## config.mk

```make
export PLATFORM = sky130hd
export DESIGN_NAME = seq_comparator
export DESIGN_NICKNAME = d
export VERILOG_FILES = /design/src/rtl/seq_comparator_pkg.sv /design/src/rtl/seq_comparator_chunk_compare.sv /design/src/rtl/seq_comparator.sv
export SDC_FILE = /design/constraint.sdc
export NUM_CORES = 1
export LEC_CHECK = 0
export BUFFER_PORTS_ARGS = -buffer_cell sky130_fd_sc_hd__buf_4
export CORE_MARGIN = 5
export CORE_UTILIZATION = 25
export CTS_CLUSTER_DIAMETER = 50
export DETAILED_ROUTE_END_ITERATION = 8
export PLACE_DENSITY = 0.55
export SYNTH_ARGS = -nofsm -noshare
export SYNTH_HDL_FRONTEND = slang
export SYNTH_HIERARCHICAL = 1
export SYNTH_SLANG_ARGS = --single-unit
```

## constraint.sdc

```tcl
create_clock -name clk -period 5 [get_ports clk]
set_input_delay 0 -clock clk [delete_from_list [all_inputs] [get_ports clk]]
set_output_delay 0 -clock clk [all_outputs]
set_load 0.05 [all_outputs]
```

## src/rtl/seq_comparator_pkg.sv

```systemverilog
// seq_comparator_pkg: funct3 compare op codes and scan FSM state encoding
package seq_comparator_pkg;
  localparam logic [3:0] OP_EQ  = 4'd0;
  localparam logic [3:0] OP_NE  = 4'd1;
  localparam logic [3:0] OP_LT  = 4'd4;
  localparam logic [3:0] OP_GE  = 4'd5;
  localparam logic [3:0] OP_LTU = 4'd6;
  localparam logic [3:0] OP_GEU = 4'd7;
  typedef enum logic [1:0] {IDLE, SCAN, DONE} state_t;
  function automatic logic op_valid(input logic [3:0] op);
    return op inside {OP_EQ, OP_NE, OP_LT, OP_GE, OP_LTU, OP_GEU};
  endfunction
endpackage

```

## src/rtl/seq_comparator_chunk_compare.sv

```systemverilog
// chunk_compare: unsigned eq/lt of one chunk, optional MSB flip for signed top chunk
module chunk_compare #(
  parameter int CHUNK = 8
) (
  input  logic [CHUNK-1:0] a,
  input  logic [CHUNK-1:0] b,
  input  logic             invert_msb,
  output logic             eq,
  output logic             lt
);
  logic [CHUNK-1:0] flip;
  assign flip = CHUNK'(invert_msb) << (CHUNK - 1);
  assign eq = a == b;
  assign lt = (a ^ flip) < (b ^ flip);
endmodule

```

## src/rtl/seq_comparator.sv

```systemverilog
// seq_comparator: multi-cycle MSB-first chunked funct3 comparator with valid/ready handshakes
module seq_comparator
  import seq_comparator_pkg::*;
#(
  parameter int WIDTH = 32,
  parameter int CHUNK = 8
) (
  input  logic             clk,
  input  logic             reset,
  input  logic             in_valid,
  output logic             in_ready,
  input  logic [3:0]       operation,
  input  logic [WIDTH-1:0] X,
  input  logic [WIDTH-1:0] Y,
  output logic             out_valid,
  input  logic             out_ready,
  output logic [WIDTH-1:0] O
);
  localparam int N  = WIDTH / CHUNK;
  localparam int KW = (N > 1) ? $clog2(N) : 1;
  state_t state, state_n;
  logic [WIDTH-1:0] xr, yr;
  logic [3:0] op;
  logic [KW-1:0] k;
  logic [CHUNK-1:0] xc, yc;
  logic eq, lt, top, last, res, accept;
  assign xc = xr[k*CHUNK +: CHUNK];
  assign yc = yr[k*CHUNK +: CHUNK];
  assign top = k == KW'(N - 1);
  chunk_compare #(.CHUNK(CHUNK)) u_cmp (
    .a(xc),
    .b(yc),
    .invert_msb(top && (op == OP_LT || op == OP_GE)),
    .eq(eq),
    .lt(lt)
  );
  assign last = !eq || k == '0 || !op_valid(op);
  assign res = (op == OP_EQ) ? eq && k == '0 :
               (op == OP_NE) ? !eq :
               (op == OP_LT || op == OP_LTU) ? lt :
               (op == OP_GE || op == OP_GEU) ? !lt : 1'b0;
  assign accept = in_valid && in_ready;
  always_ff @(posedge clk) begin
    if (reset) state <= IDLE;
    else state <= state_n;
  end
  always_comb begin
    state_n = state;
    if (state == IDLE && in_valid) state_n = SCAN;
    else if (state == SCAN && last) state_n = DONE;
    else if (state == DONE && out_ready) state_n = IDLE;
  end
  always_comb begin
    in_ready  = state == IDLE && !reset;
    out_valid = state == DONE;
  end
  always_ff @(posedge clk) begin
    if (reset) O <= '0;
    else if (state == SCAN && last) O <= WIDTH'(res);
    if (accept) begin
      xr <= X;
      yr <= Y;
      op <= operation;
      k  <= KW'(N - 1);
    end else if (state == SCAN && !last) k <= k - 1'b1;
  end
endmodule

```

# [Yosys cells after proc, flatten, opt, wreduce, memory -nomap -nowiden]
# Cells that the tools add are included.
[word_totals] elab_cells=54 regBits=73 inputBits=72
[op_classes] shift=2 n_eq_ne=9 n_reduce_logical=25 n_bitwise=2 n_lt_le_gt_ge=1 add_sub_neg=1 muxes=7
[op_table] cell="indexed part select 32 x 6 -> 8 bit" n=2
[op_table] cell="equality test 4 x 3 -> 1 bit (second input constant)" n=4
[op_table] cell="XOR 8 bit" n=2
[op_table] cell="equality test 8 bit" n=1
[op_table] cell="logical AND 1 bit" n=8
[op_table] cell="< comparator 8 bit" n=1
[op_table] cell="nonzero test 6 bit" n=1
[op_table] cell="logical NOT 1 bit" n=5
[op_table] cell="logical OR 1 bit" n=5
[op_table] cell="two-way mux 1 bit" n=5
[op_table] cell="equality test 2 bit (second input constant)" n=2
[op_table] cell="equality test 4 x 1 -> 1 bit (second input constant)" n=1
[op_table] cell="logical NOT 2 bit" n=2
[op_table] cell="logical NOT 4 bit" n=1
[op_table] cell="two-way mux 2 bit" n=2
[op_table] cell="nonzero test 3 bit" n=1
[op_table] cell="equality test 2 x 1 -> 1 bit (second input constant)" n=1
[op_table] cell="nonzero test 2 bit" n=1
[op_table] cell="OR reduction 2 bit" n=1
[op_table] cell="subtractor 2 x 1 -> 2 bit (second input constant)" n=1

# [Longest topological paths before layout]
# Gate-level depths: netlist of run 1.
[logic_depth] depth_word=10 ltp_mapped=11 ltp_nobuf=10

# [Cells and area by module]
# The synthesis of run 1 kept the hierarchy.
[by_module_without_submodules] module="seq_comparator" instances=1 cells_per_inst=156 area_each_um2=3014.1
[by_module_without_submodules] module="chunk_compare" instances=1 cells_per_inst=33 area_each_um2=220.2

# [Worst setup path after synthesis of run 1]
# No wires, ideal clock.
[synth_timing] kind="register to register" start="register state[0]" end="register op[0], enable pin" arrival_ns=4.264 synth_period_minus_slack_ns=4.804 path_buffers=0 setup_time_ns=0.540 required_ns=4.460 path_stages_with_launch=2 slack_ns=0.196 path_cell_list="dfxtp_1 -> nor4b_2"
[synth_between] elab_chain_cells=3
[synth_lines] item="start, declared" line_no="seq_comparator.sv:21" rtl="state_t state, state_n;"
[synth_lines] item="start signal, assigned" line_no="seq_comparator.sv:45" rtl="else state <= state_n;"
[synth_lines] item="logical NOT 2 bit" line_no="seq_comparator.sv:54" rtl="in_ready = state == IDLE && !reset;"
[synth_lines] item="logical AND 1 bit" line_no="seq_comparator.sv:54"
[synth_lines] item="logical AND 1 bit" line_no="seq_comparator.sv:42" rtl="assign accept = in_valid && in_ready;"
[synth_lines] item="net accept" line_no="seq_comparator.sv:26" rtl="logic eq, lt, top, last, res, accept;"
[synth_lines] item="end signal, assigned" line_no="seq_comparator.sv:63" rtl="op <= operation;"
[synth_lines] item="end, declared" line_no="seq_comparator.sv:23" rtl="logic [3:0] op;"
# The timed path passes the listed nets, and every way through them passes these cells.
# A chain may end at the register's enable or synchronous reset.

# [Final worst setup path of run 1]
[layout_timing] start="register k[0]" end="register state[1]"
[layout_between] elab_chain_cells=7
[layout_lines] item="start, declared" line_no="seq_comparator.sv:24" rtl="logic [KW-1:0] k;"
[layout_lines] item="start signal, assigned" line_no="seq_comparator.sv:64" rtl="k <= KW'(N - 1);"
[layout_lines] item="start signal, assigned" line_no="seq_comparator.sv:65" rtl="end else if (state == SCAN && !last) k <= k - 1'b1;"
[layout_lines] item="indexed part select 32 x 6 -> 8 bit *" line_no="seq_comparator.sv:27" rtl="assign xc = xr[k*CHUNK +: CHUNK];"
[layout_lines] item="net xc[6]" line_no="seq_comparator.sv:25" rtl="logic [CHUNK-1:0] xc, yc;"
[layout_lines] item="equality test 8 bit *" line_no="seq_comparator_chunk_compare.sv:13" rtl="assign eq = a == b;"
[layout_lines] item="net eq" line_no="seq_comparator.sv:26"
[layout_lines] item="logical NOT 1 bit *" line_no="seq_comparator.sv:37" rtl="assign last = !eq || k == '0 || !op_valid(op);"
[layout_lines] item="logical OR 1 bit * (2 in a row)" line_no="seq_comparator.sv:37"
[layout_lines] item="logical AND 1 bit *" line_no="seq_comparator.sv:50" rtl="else if (state == SCAN && last) state_n = DONE;"
[layout_lines] item="two-way mux 2 bit / nonzero test 2 bit (equally long branches)"
# Mark *: on every way through the listed nets, which the timed path passes. The rest lies on a longest branch.

==> flow_summary.json, run 1 <==
{
  "ys_ff_latch": 73,
  "worst_hold_slack_ns": 0.3797,
  "post-synth-top-area-cell": "edfxtp_1",
  "syn_area_um2": 3234,
  "portBuffers": 74,
  "leakagePower_nw": 1.946,
  "critPathCaptureType": "flip-flop",
  "cp_data_required_time_ns": 5.21,
  "hold_class": "input pin to flip-flop",
  "swShare": 0.2235,
  "switchingPower_w": 0.0003544,
  "path_cells": "buf_4 -> mux4_2 -> ha_1 -> nand2_1 -> nor4_1 -> nand2b_1 -> o41ai_1 -> a21oi_1 -> dlygate4sd3_1",
  "hold_depth": 2,
  "via_per_inst": 3.855,
  "clock-sinks": 73,
  "final.min_clock_period_ns": 3.696,
  "final_antenna_net_count": 0,
  "first_pass_iters": 4,
  "outcome": "finished, final reports clean",
  "postCtsSetupRepairBufs": 0,
  "r2r_setup_slack_ns": 1.30,
  "worstHoldEndpoint": "xr[26]$_DFFE_PP_",
  "ys_seq_area_frac": 0.6623,
  "syn_inst": 189,
  "die_h_um": 123.7,
  "async_flop_share": 0,
  "pre_cts_ws_ns": 1.770,
  "grt_max_degree": 72,
  "slowest_stage": "dfxtp_1",
  "yosys-top-cells-area": "edfxtp_1 (63%), mux4_2 (11%), buf_4 (7.7%)",
  "vias": 1997,
  "gp_congestion": 0.6555,
  "antenna_found_initial": 0,
  "grt_first_pass_wirelength_mm": 10.86,
  "critPathBufInv": 2,
  "cts_resized": 0,
  "cts-buffers-inserted": 9,
  "wl_per_cell_um": 13.59,
  "die_area_um2": 15310,
  "drc": 0,
  "clock-root-buffer": "clkbuf_16",
  "crit_type": "flip-flop to flip-flop",
  "h-tree-depth": 3,
  "yosys-top-cells-count": "edfxtp_1 (68), buf_4 (33), mux4_2 (16)",
  "initial_utilization": 0.2553,
  "synth_edf_count": 68,
  "drive_gt1_frac": 0.3266,
  "critPathMaxStageDelay_ns": 0.63,
  "finalSetupViolations": 0,
  "worstHoldStart": "X[26]",
  "r2r_cells": 9,
  "relSlewSlack": 0.4040,
  "crit_path_start_kind": "flip-flop",
  "groute.usage.overall": 0.09725,
  "rsz0062_at_grt": "no",
  "arrival_ns": 3.91,
  "netlist.area_leader.share": 0.6313,
  "finalHoldViolations": 0,
  "core_area_um2": 12670,
  "worst_setup_hold_path_clk_slew_ns": 0.06,
  "drt-initial-drc-count": 67,
  "cts_hold_buf": 70,
  "antenna_cells": 0,
  "post-route-period-util": 0.7391,
  "area_growth_pct": 51.64,
  "clock_skew_ns": 0.004375,
  "synthFlopType": "edfxtp_1",
  "num_rows": 41,
  "timing.rr.start": "k[0]$_SDFFE_PP1P_",
  "fp.dieW_um": 123.7,
  "tns_ns": 0,
  "rr_endpoint": "state[1]$_SDFFE_PP0P_",
  "synth.avg_cell_area_um2": 17.11,
  "clkPwrFrac": 0.425,
  "yosysMostFrequentCell": "edfxtp_1",
  "cp_num_cells": 9,
  "seq_power_share": 0.449,
  "path_max_fanout": 14,
  "clock_latency_ns": 0.33,
  "fmax_mhz": 270.6,
  "cts_buffer_depth": 2,
  "yosys_warnings": 6,
  "internal_power_w": 0.001232,
  "io_pins": 106,
  "grt_overflow": 0,
  "grt_pass1_vias": 2208,
  "tightest_slew_ns": 0.8941,
  "drv_slew": 0,
  "p_per_area_nw_per_um2": 323.3,
  "worst_slack_ns": 1.305,
  "routed_wl_mm": 7.039,
  "max_cap_violations": 0,
  "total_power_w": 0.001586,
  "cts_tree": "done",
  "cpLargestDelayFamily": "buffers and inverters",
  "combinationalPowerShare": 0.126,
  "nets": 422,
  "peakVddDrop_mv": 0.1791,
  "hpwl_mm": 4.595,
  "synth_cell_types": 34
}
-- through the flow --
stage / std cells / cell area (µm²) / utilization
2_1_floorplan: 219 / 3347 / -
3_3_place_gp: 432 / 3884 / 0.3065
3_5_place_dp: 432 / 3884 / 0.3065
4_1_cts: 518 / 4905 / 0.3871
5_1_grt: 518 / 4905 / 0.3871
6_report: 518 / 4905 / 0.3871
-- power groups by stage --
stage / Clock (W) / Combinational, W / Sequential, W
final: 0.000674 / 0.000199 / 0.000712
after global routing: 0.000724 / 0.000215 / 0.000715
after CTS: 0.000698 / 0.000200 / 0.000713
after detailed placement: 0 / 0.000155 / 0.000726
after global placement: 0 / 0.000154 / 0.000725
after floorplan: 0 / 0.000114 / 0.000725
-- logic make-up (layout without fill, tap and decap cells) --
kind of cell | Yosys count | after routing | synth area share
buffers and inverters | 48 | 175 | 0.09478
multiplexers | 19 | 19 | 0.1211
AO/OA/AOI/OAI | 15 | 15 | 0.03482
adder cells (fa/ha/maj) | 9 | 9 | 0.03482
flip-flops | 73 | 73 | 0.6623
XOR/XNOR | 1 | 1 | 0.002708
AND/OR/NAND/NOR | 23 | 23 | 0.04836
other | 1 | 31 | 0.001159
-- area by class of cell --
class                   count  area (µm²)
clock buffers               9       225.2
clock inverters             7       95.09
fillers                  1197        7766
inverters                  13       48.80
multi-input cells          98       907.1
flip-flops and latches     73        2142
well taps                 172       215.2
repair buffers            146        1271
-- state kept, by name, summed over array words and instances (netlist names) --
signal	count
O	1
k	2
yr	32
op	4
state	2
xr	32
-- how the worst max path moves through the flow --
stage / start / endpoint
floorplan: state[0]$_SDFFE_PP0P_ / op[0]$_DFFE_PP_
global placement: k[0]$_SDFFE_PP1P_ / k[0]$_SDFFE_PP1P_
global route: k[0]$_SDFFE_PP1P_ / state[1]$_SDFFE_PP0P_
finish: k[0]$_SDFFE_PP1P_ / state[1]$_SDFFE_PP0P_
detailed placement: k[0]$_SDFFE_PP1P_ / k[1]$_SDFFE_PP1P_
CTS: k[0]$_SDFFE_PP1P_ / state[1]$_SDFFE_PP0P_
-- routing by layer --
layer | share of wire | GRT usage | up-vias
met5 | 0 | 0 | -
met3 | 0.078 | 0.03179 | 12
met4 | 0.018 | 0.04913 | 0
li1 | - | - | 966
met2 | 0.50 | 0.1649 | 85
met1 | 0.40 | 0.1093 | 934
-- cell usage in the layout, fill, tap and decap left out, types with 2 or more instances in the layout --
master,count
nand2_1,5
dfxtp_1,5
ha_1,9
buf_4,76
clkinv_4,2
bufinv_16,2
dlygate4sd3_1,70
conb_1,31
edfxtp_1,68
mux4_2,16
nor2_1,5
a21oi_1,5
inv_1,13
mux2i_1,2
clkinv_2,2
nand2b_1,3
clkbuf_16,9
(Power assumes the default switching activity.)
==> run 2: changes to the inputs <==
--- a/config.mk
+++ b/config.mk
@@ -5,6 +5,7 @@
 export SDC_FILE = /design/constraint.sdc
 export NUM_CORES = 1
 export LEC_CHECK = 0
+export ABC_AREA = 1
 export BUFFER_PORTS_ARGS = -buffer_cell sky130_fd_sc_hd__buf_4
 export CORE_MARGIN = 5
 export CORE_UTILIZATION = 25
==> constraint.sdc (replaced) <==
create_clock -name clk -period 3.27 [get_ports clk]
set_input_delay 0 -clock clk [delete_from_list [all_inputs] [get_ports clk]]
set_output_delay 0 -clock clk [all_outputs]
set_load 0.05 [all_outputs]
==> run 2 against run 1 <==
Compared with the run above: fmax up 29%; combinational power up 77%; clock skew up 0.00079 ns; largest cell class unchanged; highest routed layer unchanged.
==> flow_summary.json, run 2 <==
{
  "outcome": "finished, final reports clean",
  "syn_area_um2": 3383,
  "grt_overflow": 0,
  "routed_wl_mm": 7.982,
  "cts_resized": 0,
  "layout_commonest_cell": "buf_4",
  "leakagePower_nw": 2.030,
  "clock-sinks": 73,
  "area_growth_pct": 46.89,
  "post-route-period-util": 0.8789,
  "path_max_fanout": 10,
  "cp_data_required_time_ns": 3.48,
  "antenna_found_initial": 0,
  "timing.rr.start": "k[1]$_SDFFE_PP1P_",
  "grt_pass1_vias": 2673,
  "critPathLaunch": "k[1]$_SDFFE_PP1P_",
  "utilization": 0.3753,
  "groute.usage.overall": 0.1048,
  "drive_gt1_frac": 0.2511,
  "max_cap_violations": 0,
  "netlist.area_leader.share": 0.6036,
  "finalSetupViolations": 0,
  "vias": 2467,
  "core_area_um2": 13240,
  "gp_congestion": 0.7753,
  "synth_edf_count": 68,
  "rsz0062_at_grt": "no",
  "p_per_area_nw_per_um2": 466.5,
  "postCtsSetupRepairBufs": 0,
  "io_pins": 106,
  "final_cell_mix": "buf_4 (77), dlygate4sd3_1 (71), edfxtp_1 (68)",
  "fmax_mhz": 348.0,
  "cts_hold_buf": 71,
  "crit_type": "flip-flop to flip-flop",
  "peakVddDrop_mv": 0.2548,
  "synthFlopType": "edfxtp_1",
  "yosys-top-cells-area": "edfxtp_1 (60%), buf_4 (7.1%), nor2_1 (4.2%)",
  "tns_ns": 0,
  "yosys-top-cells-count": "edfxtp_1 (68), nor2_1 (38), buf_4 (32)",
  "syn_inst": 291,
  "reg.largest.list": "xr x32, yr x32, op x4",
  "hpwl_mm": 5.557,
  "worst_setup_hold_path_clk_slew_ns": 0.05,
  "drv_slew": 0,
  "hold_class": "input pin to flip-flop",
  "drc": 0,
  "portBuffers": 74,
  "cts_buffer_depth": 2,
  "drt-initial-drc-count": 87,
  "finalHoldViolations": 0,
  "post-synth-top-area-cell": "edfxtp_1",
  "cts_tree": "done",
  "cts-buffers-inserted": 9,
  "die_area_um2": 15960,
  "wl_per_cell_um": 12.83,
  "crit_path_start_kind": "flip-flop",
  "initial_utilization": 0.2555,
  "final.min_clock_period_ns": 2.874,
  "clock-root-buffer": "clkbuf_16",
  "via_per_inst": 3.966,
  "grt_first_pass_wirelength_mm": 13.03,
  "critPathCaptureType": "flip-flop",
  "arrival_ns": 3.08,
  "fp.dieW_um": 126.3,
  "clock_skew_ns": 0.005169,
  "worstHoldStart": "Y[4]",
  "yosys_warnings": 6,
  "ys_ff_latch": 73,
  "num_rows": 42,
  "final_antenna_net_count": 0,
  "synth.avg_cell_area_um2": 11.63,
  "first_pass_iters": 4,
  "clock_latency_ns": 0.33,
  "nets": 523,
  "yosysMostFrequentCell": "edfxtp_1",
  "die_h_um": 126.3,
  "grt_max_degree": 49,
  "h-tree-depth": 3,
  "ys_seq_area_frac": 0.6331,
  "async_flop_share": 0,
  "synth_cell_types": 28,
  "antenna_cells": 0
}
run 2: layout make-up:
class                   count  area [µm²]
flip-flops and latches     73        2142
well taps                 176       220.2
clock inverters             4       21.27
fillers                  1283        8273
repair buffers            149        1309
clock buffers              11       232.7
multi-input cells         179       929.6
inverters                  30       115.1
run 2: cell families (layout without fill, tap and decap cells):
kind of cell / Yosys count / in the layout / share of synthesized area
fa+ha+maj: 9 / 9 / 0.03328
other cells: 1 / 31 / 0.001108
compound gates: 55 / 55 / 0.09800
simple gates: 84 / 84 / 0.1091
buf+inv: 69 / 194 / 0.1254
flops: 73 / 73 / 0.6331
run 2: per-stage QoR:
stage / std cells / power (W) / worst slack [ns] / cell area (µm²) / hold WS [ns]
4_1_cts: 622 / 0.002347 / 0.3641 / 4970 / 0.3700
3_5_place_dp: 536 / 0.001422 / 0.7959 / 4005 / 0.1795
3_3_place_gp: 536 / 0.001418 / 0.8863 / 4005 / 0.1793
5_1_grt: 622 / 0.002423 / 0.06197 / 4970 / 0.3851
2_1_floorplan: 321 / 0.001339 / 0.5365 / 3496 / 0.06907
6_report: 622 / 0.002319 / 0.3961 / 4970 / 0.3832
run 2: path summary, 6_finish.rpt:
kind,to,slack [ns],cells past startpoint
hold reg to reg,O[0]$_SDFFE_PP0P_,0.48,2
setup / recovery,state[1]$_SDFFE_PP0P_,0.40,13
hold / removal,yr[4]$_DFFE_PP_,0.38,2
setup reg to reg,state[1]$_SDFFE_PP0P_,0.40,13
run 2: worst max-delay path, stage by stage (launching register included):
cell and delay (ns):
dfxtp_1 0.52, buf_4 0.24, o21ai_1 0.07, o22ai_1 0.15, inv_1 0.06, ha_1 0.29, nand2_1 0.05, inv_1 0.06
nand3_1 0.07, nor2_1 0.20, nand3_1 0.12, o21ai_1 0.23, a21oi_1 0.10, dlygate4sd3_1 0.57
run 2: report_power, final:
group          internal (W)  switching [W]  leakage (nW)
logic              0.000154       0.000198          1.24
clock network      0.000503       0.000345         0.123
registers           0.00109      0.0000256         0.670
run 2: layer usage:
| metal | vias to the layer above | GRT usage | share of wire |
|---|---|---|---|
| met1 | 1120 | 0.1130 | 0.40 |
| met4 | 0 | 0.04101 | 0.020 |
| met3 | 11 | 0.02774 | 0.063 |
| li1 | 1245 | - | - |
| met5 | - | 0 | 0 |
| met2 | 91 | 0.1947 | 0.51 |
==> run 3: changes to the inputs <==
--- a/config.mk
+++ b/config.mk
@@ -11,7 +11,7 @@
 export CORE_UTILIZATION = 25
 export CTS_CLUSTER_DIAMETER = 50
 export DETAILED_ROUTE_END_ITERATION = 8
-export PLACE_DENSITY = 0.55
+export PLACE_DENSITY = 0.53
 export SYNTH_ARGS = -nofsm -noshare
 export SYNTH_HDL_FRONTEND = slang
 export SYNTH_HIERARCHICAL = 1
==> constraint.sdc (replaced) <==
create_clock -name clk -period 2.7 [get_ports clk]
set_input_delay 0 -clock clk [delete_from_list [all_inputs] [get_ports clk]]
set_output_delay 0 -clock clk [all_outputs]
set_load 0.05 [all_outputs]
==> run 3 against run 2 <==
Compared with the run above: final area up 1.7%; global-route usage about the same; count of clock-buffer cells in the layout unchanged; clock skew about the same; via count up 0.32%; die area unchanged; power up 27%; largest power group unchanged; worst hold slack worse by 0.011 ns; worst setup slack worse by 0.045 ns; routed wire length up 0.21%; register-to-register slack worse by 0.04 ns.
==> flow_summary.json, run 3 (synthesis results as in run 2) <==
{
  "arrival_ns": 2.62,
  "h-tree-depth": 3,
  "design_area_um2": 5052,
  "drc": 0,
  "drv_slew": 0,
  "switchingPower_w": 0.0007202,
  "leakagePower_nw": 2.062,
  "seq_power_share": 0.460,
  "reg.largest.list": "xr x32, yr x32, op x4",
  "cpLargestDelayFamily": "simple AND/OR/NAND/NOR gates",
  "core_area_um2": 13240,
  "combinationalPowerShare": 0.145,
  "drive_gt1_frac": 0.2584,
  "routed_wl_mm": 7.999,
  "clock-root-buffer": "clkbuf_16",
  "regArea_um2": 2142,
  "cts_buffer_depth": 2,
  "swShare": 0.2448,
  "post-route-period-util": 0.8699,
  "multiInputGateArea_um2": 934.6,
  "grt_overflow": 0,
  "worst_setup_hold_path_clk_slew_ns": 0.06,
  "die_area_um2": 15960,
  "clock_skew_ns": 0.005451,
  "hold_class": "input pin to flip-flop",
  "outcome": "finished, final reports clean",
  "portBuffers": 74,
  "crit_top_cell": "nand2_1",
  "rsz0062_at_grt": "no",
  "antenna_cells": 0,
  "final.min_clock_period_ns": 2.349,
  "final_cell_mix": "buf_4 (77), dlygate4sd3_1 (71), edfxtp_1 (68)",
  "cp_data_required_time_ns": 2.97,
  "fmax_mhz": 425.8,
  "nFillCells": 1270,
  "path_cells": "inv_6 -> buf_12 -> nor2_1 -> o22ai_1 -> inv_1 -> ha_1 -> nand2_1 -> nand3b_1 -> nor2_2 -> nand3_1 -> o21ai_1 -> nand2_1 -> a21oi_1",
  "grt_first_pass_wirelength_mm": 12.92,
  "num_rows": 42,
  "fin_cells": 625,
  "clock-sinks": 73,
  "cts_tree": "done",
  "grt_max_degree": 48,
  "groute.usage.overall": 0.1051,
  "finalSetupViolations": 0,
  "dpl_cell_area_um2": 4034,
  "hpwl_mm": 5.568,
  "via_per_inst": 3.960,
  "tns_ns": 0,
  "gp_congestion": 0.7944,
  "final_antenna_net_count": 0,
  "critPathBufInv": 3,
  "wl_per_cell_um": 12.80,
  "crit_type": "flip-flop to flip-flop",
  "area_growth_pct": 49.33,
  "cts-buffers-inserted": 9,
  "clkPwrFrac": 0.395,
  "peakVddDrop_mv": 0.3730,
  "nets": 525,
  "critPathCaptureType": "flip-flop",
  "drt-initial-drc-count": 75,
  "internal_power_w": 0.002222,
  "antenna_found_initial": 0,
  "worst_hold_slack_ns": 0.3727,
  "crit_path_start_kind": "flip-flop",
  "critPathMaxStageDelay_ns": 0.37,
  "r2r_setup_slack_ns": 0.35,
  "grt_pass1_vias": 2637,
  "fp.dieW_um": 126.3,
  "first_pass_iters": 4,
  "layout_commonest_cell": "buf_4",
  "die_h_um": 126.3,
  "clock_latency_ns": 0.34,
  "p_per_area_nw_per_um2": 582.4,
  "path_max_fanout": 18,
  "io_pins": 106,
  "vias": 2475,
  "dp_cells": 538,
  "slowest_stage": "dfxtp_1",
  "finalHoldViolations": 0,
  "initial_utilization": 0.2555,
  "max_cap_violations": 0
}
[run 3: cell count changes in the layout (fill, tap and decap cells not counted)]
| cell | before | now |
|---|---|---|
| inv_4 | 1 | 0 |
| clkinvlp_4 | 1 | 0 |
| inv_6 | 0 | 2 |
| inv_2 | 4 | 3 |
| buf_12 | 1 | 3 |
| nor2_1 | 38 | 36 |
| clkinv_2 | 2 | 1 |
| nor2_2 | 6 | 8 |
| clkinv_1 | 2 | 3 |
| bufinv_16 | 0 | 1 |
| clkinv_4 | 0 | 1 |
[run 3: power groups by stage]
| stage | Combinational, W | Clock [W] | Sequential, W |
|---|---|---|---|
| 5_1_grt | 0.000464 | 0.00125 | 0.00136 |
| 6_report | 0.000427 | 0.00116 | 0.00135 |
| 4_1_cts | 0.000430 | 0.00120 | 0.00135 |
| 3_3_place_gp | 0.000343 | 0 | 0.00138 |
| 3_5_place_dp | 0.000347 | 0 | 0.00138 |
| 2_1_floorplan | 0.000251 | 0 | 0.00137 |
[run 3: worst register-to-register path: stages (launching register included)]
cell	delay (ns)
dfxtp_1	0.37
inv_6	0.18
buf_12	0.17
nor2_1	0.05
o22ai_1	0.19
inv_1	0.06
ha_1	0.27
nand2_1	0.04
nand3b_1	0.18
nor2_2	0.15
nand3_1	0.12
o21ai_1	0.29
nand2_1	0.08
a21oi_1	0.13
[run 3: area by class of cell]
type	instances	area share
sequential	73	0.4240
timing repair buffer	151	0.2670
multi-input combinational	179	0.1850
clock buffer	11	0.04606
tap	176	0.04359
inverter	30	0.02353
clock inverter	5	0.01090
[run 3: metrics by stage]
stage	setup WS (ns)	total power, W	util
2_1_floorplan	0.4832	0.001620	-
3_3_place_gp	0.2677	0.001720	0.3046
5_1_grt	0.04126	0.003074	0.3815
4_1_cts	0.2031	0.002983	0.3800
6_report	0.3513	0.002942	0.3815
3_5_place_dp	0.2071	0.001725	0.3046
[run 3: path summary, 6_finish.rpt]
path                            end              start  cells after the start
hold reg to reg   O[0]$_SDFFE_PP0P_  O[0]$_SDFFE_PP0P_                      2
setup / recovery  O[0]$_SDFFE_PP0P_  k[0]$_SDFFE_PP1P_                     13
setup reg to reg  O[0]$_SDFFE_PP0P_  k[0]$_SDFFE_PP1P_                     13
hold / removal      yr[4]$_DFFE_PP_               Y[4]                      2
[run 3: per-layer routing]
| layer | global-route usage | share of wire | vias up |
|---|---|---|---|
| met3 | 0.03699 | 0.065 | 10 |
| met2 | 0.1872 | 0.51 | 84 |
| met5 | 0 | 0 | - |
| li1 | - | - | 1247 |
| met1 | 0.1188 | 0.41 | 1134 |
| met4 | 0.03091 | 0.011 | 0 |
[run 3: what timing repair did]
action / 4_1_cts / 5_1_grt
buffers inserted: 0 / 0
hold buffers: 71 / 0
endpoints found under the setup margin: 0 / 3
endpoints found under the hold margin: 72 / 0
resized for setup: 0 / 6
